## src/rtl/clk_div_gen.sv

```systemverilog
// rtl/clk_div_gen.sv - multi-channel programmable clock-enable / slow-clock generator
// Divisor writes are staged in div_pend and swapped in only at a period boundary.
module clk_div_gen #(
    parameter int CHANNELS    = 4,
    parameter int CNT_W       = 32,
    parameter int DEFAULT_DIV = 134217728,
    parameter int SEL_W       = (CHANNELS > 1) ? $clog2(CHANNELS) : 1
) (
    input  logic                CLK,
    input  logic                RST,
    input  logic [CHANNELS-1:0] ch_en,
    input  logic                sync,
    input  logic                cfg_valid,
    input  logic [SEL_W-1:0]    cfg_sel,
    input  logic [CNT_W-1:0]    cfg_div,
    output logic                cfg_ready,
    output logic [CHANNELS-1:0] tick,
    output logic [CHANNELS-1:0] slow_clk
);

    localparam logic [CNT_W-1:0] DIV_RST = CNT_W'(DEFAULT_DIV);

    logic [CNT_W-1:0]    cnt_q      [CHANNELS];
    logic [CNT_W-1:0]    cnt_d      [CHANNELS];
    logic [CNT_W-1:0]    div_cur_q  [CHANNELS];
    logic [CNT_W-1:0]    div_cur_d  [CHANNELS];
    logic [CNT_W-1:0]    div_pend_q [CHANNELS];
    logic [CNT_W-1:0]    div_pend_d [CHANNELS];
    logic [CHANNELS-1:0] pend_q, pend_d;
    logic [CHANNELS-1:0] tick_q, tick_d;
    logic [CHANNELS-1:0] slow_q, slow_d;
    logic [CHANNELS-1:0] accept;
    logic [CNT_W-1:0]    cfg_div_eff;

    // Out-of-range selects stay ready so the write is silently dropped.
    always_comb begin
        cfg_ready = 1'b1;
        for (int i = 0; i < CHANNELS; i++) begin
            if (cfg_sel == SEL_W'(i)) cfg_ready = ~pend_q[i];
        end
    end

    always_comb begin
        cfg_div_eff = (cfg_div == '0) ? CNT_W'(1) : cfg_div;
        for (int i = 0; i < CHANNELS; i++) begin
            accept[i] = cfg_valid & cfg_ready & (cfg_sel == SEL_W'(i));
        end
    end

    always_comb begin
        cnt_d      = cnt_q;
        div_cur_d  = div_cur_q;
        div_pend_d = div_pend_q;
        pend_d     = pend_q;
        tick_d     = tick_q;
        slow_d     = slow_q;
        for (int i = 0; i < CHANNELS; i++) begin
            if (sync) begin
                cnt_d[i]  = '0;
                tick_d[i] = 1'b0;
                slow_d[i] = 1'b0;
                if (pend_q[i]) begin
                    div_cur_d[i] = div_pend_q[i];
                    pend_d[i]    = 1'b0;
                end
            end else if (!ch_en[i]) begin
                tick_d[i] = 1'b0;
                if (pend_q[i]) begin
                    div_cur_d[i] = div_pend_q[i];
                    pend_d[i]    = 1'b0;
                    cnt_d[i]     = '0;
                end
            end else if (cnt_q[i] == div_cur_q[i] - CNT_W'(1)) begin
                cnt_d[i]  = '0;
                tick_d[i] = 1'b1;
                slow_d[i] = ~slow_q[i];
                if (pend_q[i]) begin
                    div_cur_d[i] = div_pend_q[i];
                    pend_d[i]    = 1'b0;
                end
            end else begin
                cnt_d[i]  = cnt_q[i] + CNT_W'(1);
                tick_d[i] = 1'b0;
            end
            // Accept only happens when nothing is pending, so it never races the swap above.
            if (accept[i]) begin
                div_pend_d[i] = cfg_div_eff;
                pend_d[i]     = 1'b1;
            end
        end
    end

    always_ff @(posedge CLK) begin
        if (RST) begin
            for (int i = 0; i < CHANNELS; i++) begin
                cnt_q[i]      <= '0;
                div_cur_q[i]  <= DIV_RST;
                div_pend_q[i] <= DIV_RST;
            end
            pend_q <= '0;
            tick_q <= '0;
            slow_q <= '0;
        end else begin
            cnt_q      <= cnt_d;
            div_cur_q  <= div_cur_d;
            div_pend_q <= div_pend_d;
            pend_q     <= pend_d;
            tick_q     <= tick_d;
            slow_q     <= slow_d;
        end
    end

    assign tick     = tick_q;
    assign slow_clk = slow_q;

endmodule

```

## config.mk

```make
export PLATFORM = sky130hd
export DESIGN_NAME = clk_div_gen
export DESIGN_NICKNAME = d
export VERILOG_FILES = /design/src/rtl/clk_div_gen.sv
export SDC_FILE = /design/constraint.sdc
export NUM_CORES = 1
export LEC_CHECK = 0
export CAP_MARGIN = 25
export CORE_ASPECT_RATIO = 2
export CORE_UTILIZATION = 60
export CTS_CLUSTER_SIZE = 28
export DETAILED_ROUTE_END_ITERATION = 12
export PLACE_DENSITY_LB_ADDON = 0.3
export SETUP_SLACK_MARGIN = 0.05
export SYNTH_ARGS = -nofsm -noshare
export SYNTH_HDL_FRONTEND = slang
export SYNTH_SLANG_ARGS = --single-unit
```

## constraint.sdc

```tcl
create_clock -name CLK -period 4.25 [get_ports CLK]
set_input_delay 0.85 -clock CLK [delete_from_list [all_inputs] [get_ports CLK]]
set_output_delay 0.85 -clock CLK [all_outputs]
set_load 0.1 [all_outputs]
```

==> flow_summary_export.csv <==
group,metric,value,unit
detailed_routing,vias,19400,
layout,areaGrowthSynthToFinish,10.9,%
timing,hold_viol,0,
setup_path,worstPathArrival,4510,ps
setup_path,crit_cells,12,
synthesis,synth_cells,2648,
synthesis,avgSynthCellArea,8.00,um2
global_routing,grt_pass1_vias,18700,
detailed_routing,firstDrtPassIters,5,
timing,min_period,4030,ps
floorplan,rows,97,
hold_path,whs_path_depth,2,
layout,drive_gt1_frac,0.0694,
setup_path,crit_type,"reg -> reg",
timing,post-route-period-util,0.948,
detailed_routing,drc,0,
power_and_ir_drop,power_density,336,nW/um2
timing,tightestPinTransition,1010,ps
clocking,clock-root-buffer,"clkbuf_16",
layout,final_cell_count_no_fill,3098,
setup_path,cpPeakStageDelay,620,ps
floorplan,die-area,36100,um2
detailed_routing,avgRoutedWirePerCell,19.2,um
layout,num-fill-cells,2897,
setup_path,crit_path_end_kind,"flop",
timing,fmax,248,MHz
setup_path,reg2reg_depth,12,
setup_path,crit_path_start_kind,"flop",
synthesis,synth-warning-count,0,
clocking,path_clk_slew,60,ps
setup_path,crit_chain,"inv_1 -> ha_1 -> or3b_1 -> nor4_1 -> and3_1 -> mux2_2 -> or4b_2 -> nor4_2 -> a21oi_1 -> a21boi_4 -> buf_12 -> mux2i_1",
clocking,htree_levels,2,
floorplan,initial_core_util,0.606,
floorplan,die_h,268,um
timing,rsz0062_at_grt,"no",
synthesis,synthDistinctLibCells,88,
placed_design,dp_slack,105,ps
power_and_ir_drop,peakVddDrop,0.341,mV
placed_design,portBuffers,50,
placed_design,dp.cells,3031,
global_routing,grt.total_usage,0.330,
synthesis,syn_nets,2698,
outcome,status,"complete, no violations",
synthesis,synth_area,21200,um2
detailed_routing,via_per_inst,6.27,
timing,slew_violations,0,
synthesis,synth_seq_area_share,0.374,
timing,slew_headroom,0.326,
layout,final_common_cell,"nand2_1",
floorplan,num_io_pins,51,
timing,setup_ws,220,ps
global_routing,antenna_found_initial,0,
floorplan,die_x,135,um
detailed_routing,final_antenna_net_count,0,
setup_path,crit_buf_inv,2,
clocking,cts_tree,"done",
setup_path,critPathRequiredTime,4730,ps
timing,skew,27.9,ps
placed_design,gp_congestion,1.04,
hold_path,hp-class,"reg -> reg",
setup_path,cp_slowest_cell,"or4b_2",
run,cap_violations,0,
detailed_routing,drt_iter0_drc,1465,
setup_path,critPathMaxFanout,32,
global_routing,grt_pass1_wl,95400,um
timing,finalSetupViolations,0,
synthesis,ys_ff_latch,396,
global_routing,overflow,0,
power_and_ir_drop,power.total,7900,uW
synthesis,async_flop_share,0,
synthesis,ys.flop_type,"dfxtp_1",
clocking,cts_sinks,396,
layout,final_cell_mix,"400 x nand2_1, 396 x dfxtp_1, 214 x nor2_1, 168 x a21oi_1, 139 x mux2i_1",
layout,n_antenna_cell,0,
clocking,cts_buffers,36,
floorplan,core-area,35000,um2
setup_path,path_delay_family,"simple AND/OR/NAND/NOR gates",
power_and_ir_drop,power.leakage,0.00924,uW
detailed_routing,drt-total-wl,59400,um
synthesis,synth_edf_count,0,
global_routing,grt_max_degree,128,
layout,num-nets-final,2676,
placed_design,hpwl,42500,um
clocking,worst_skew_pair.late_latency,550,ps
timing,tns,0,ps
clocking,clockBufferDepth,3,
logic make-up after synthesis:
logic type	synth area share
AOI/OAI and AO/OA	0.140
xor gates and xnor gates	0.0759
adders and majority gates	0.00472
buffers and inverters	0.0403
DFF	0.374
muxes	0.0694
and+or+nand+nor	0.296
final cells by class:
class / count / area, um2 / area share
clock buffer: 47 / 1040 / 0.0445
clock inverter: 18 / 254 / 0.0108
inverter: 40 / 150 / 0.00639
multi-input combinational: 2040 / 12500 / 0.531
sequential: 396 / 7930 / 0.337
tap: 445 / 557 / 0.0237
timing repair buffer: 112 / 1090 / 0.0466
through the flow:
step | area (um2) | util | hold WS, ps
2_1_floorplan | 21200 | - | 436
3_3_place_gp | 22100 | 0.633 | 441
3_5_place_dp | 22200 | 0.634 | 446
4_1_cts | 23500 | 0.671 | 455
5_1_grt | 23500 | 0.672 | 477
6_report | 23500 | 0.672 | 453
tightest hold or removal path, stage by stage (launching register included):
cell and delay [ps]:
dfxtp_1 310, nand2_1 50, a21oi_1 50
synth_stat cells, types with 10 or more instances:
master | count | area (um2)
nand2_1 | 400 | 1500
dfxtp_1 | 396 | 7930
nor2_1 | 214 | 803
a21oi_1 | 168 | 841
clkbuf_1 | 147 | 552
mux2i_1 | 139 | 1390
nand3_1 | 131 | 656
xnor2_1 | 99 | 867
o21ai_0 | 86 | 430
xor2_1 | 82 | 718
nor3_1 | 76 | 380
nand2b_1 | 75 | 469
nor4_1 | 63 | 394
nand4_1 | 48 | 300
and3_1 | 45 | 282
or3_1 | 41 | 257
inv_1 | 40 | 150
or4_1 | 28 | 210
o311ai_0 | 26 | 228
nor3b_1 | 20 | 150
a21o_1 | 17 | 128
a211oi_1 | 16 | 120
a31oi_1 | 15 | 93.8
nand3b_1 | 15 | 113
or2_2 | 14 | 87.6
and4_1 | 13 | 114
nor2b_1 | 12 | 75.1
buf_2 | 11 | 55.1
and2_1 | 10 | 62.6
o211ai_1 | 10 | 75.1
o31ai_1 | 10 | 75.1
registers in the layout, summed over array words and instances (netlist names):
| signal | flops |
|---|---|
| div_pend_q | 128 |
| cnt_q | 128 |
| div_cur_q | 128 |
| pend_q | 4 |
| tick | 4 |
| slow_clk | 4 |
where the power goes:
part	internal (uW)	leakage, uW	switching (uW)
registers	3760	0.00320	38.2
logic	191	0.00541	338
clock network	2060	0.000628	1510
worst paths after layout:
check        slack, ps            start         endpoint
max                220     div_cur_q[0]    div_cur_q[24]
min reg2reg        450  div_pend_q[117]  div_pend_q[117]
min                450  div_pend_q[117]  div_pend_q[117]
max reg2reg        220     div_cur_q[0]    div_cur_q[24]
metal layers:
| layer | vias up | wire length, um | GRT usage |
|---|---|---|---|
| met2 | 626 | 29800 | 0.587 |
| met3 | 250 | 2830 | 0.0387 |
| met4 | 0 | 4610 | 0.233 |
| met5 | - | 0 | 0 |
| met1 | 9178 | 22200 | 0.361 |
| li1 | 9368 | - | - |
what timing repair did:
action                                  CTS  global route
hold buffers                              0             0
resized for setup                         0             2
endpoints found under the setup margin    0            69
buffers inserted                          0             1
Note: power is estimated with default switching activity, not from simulation.
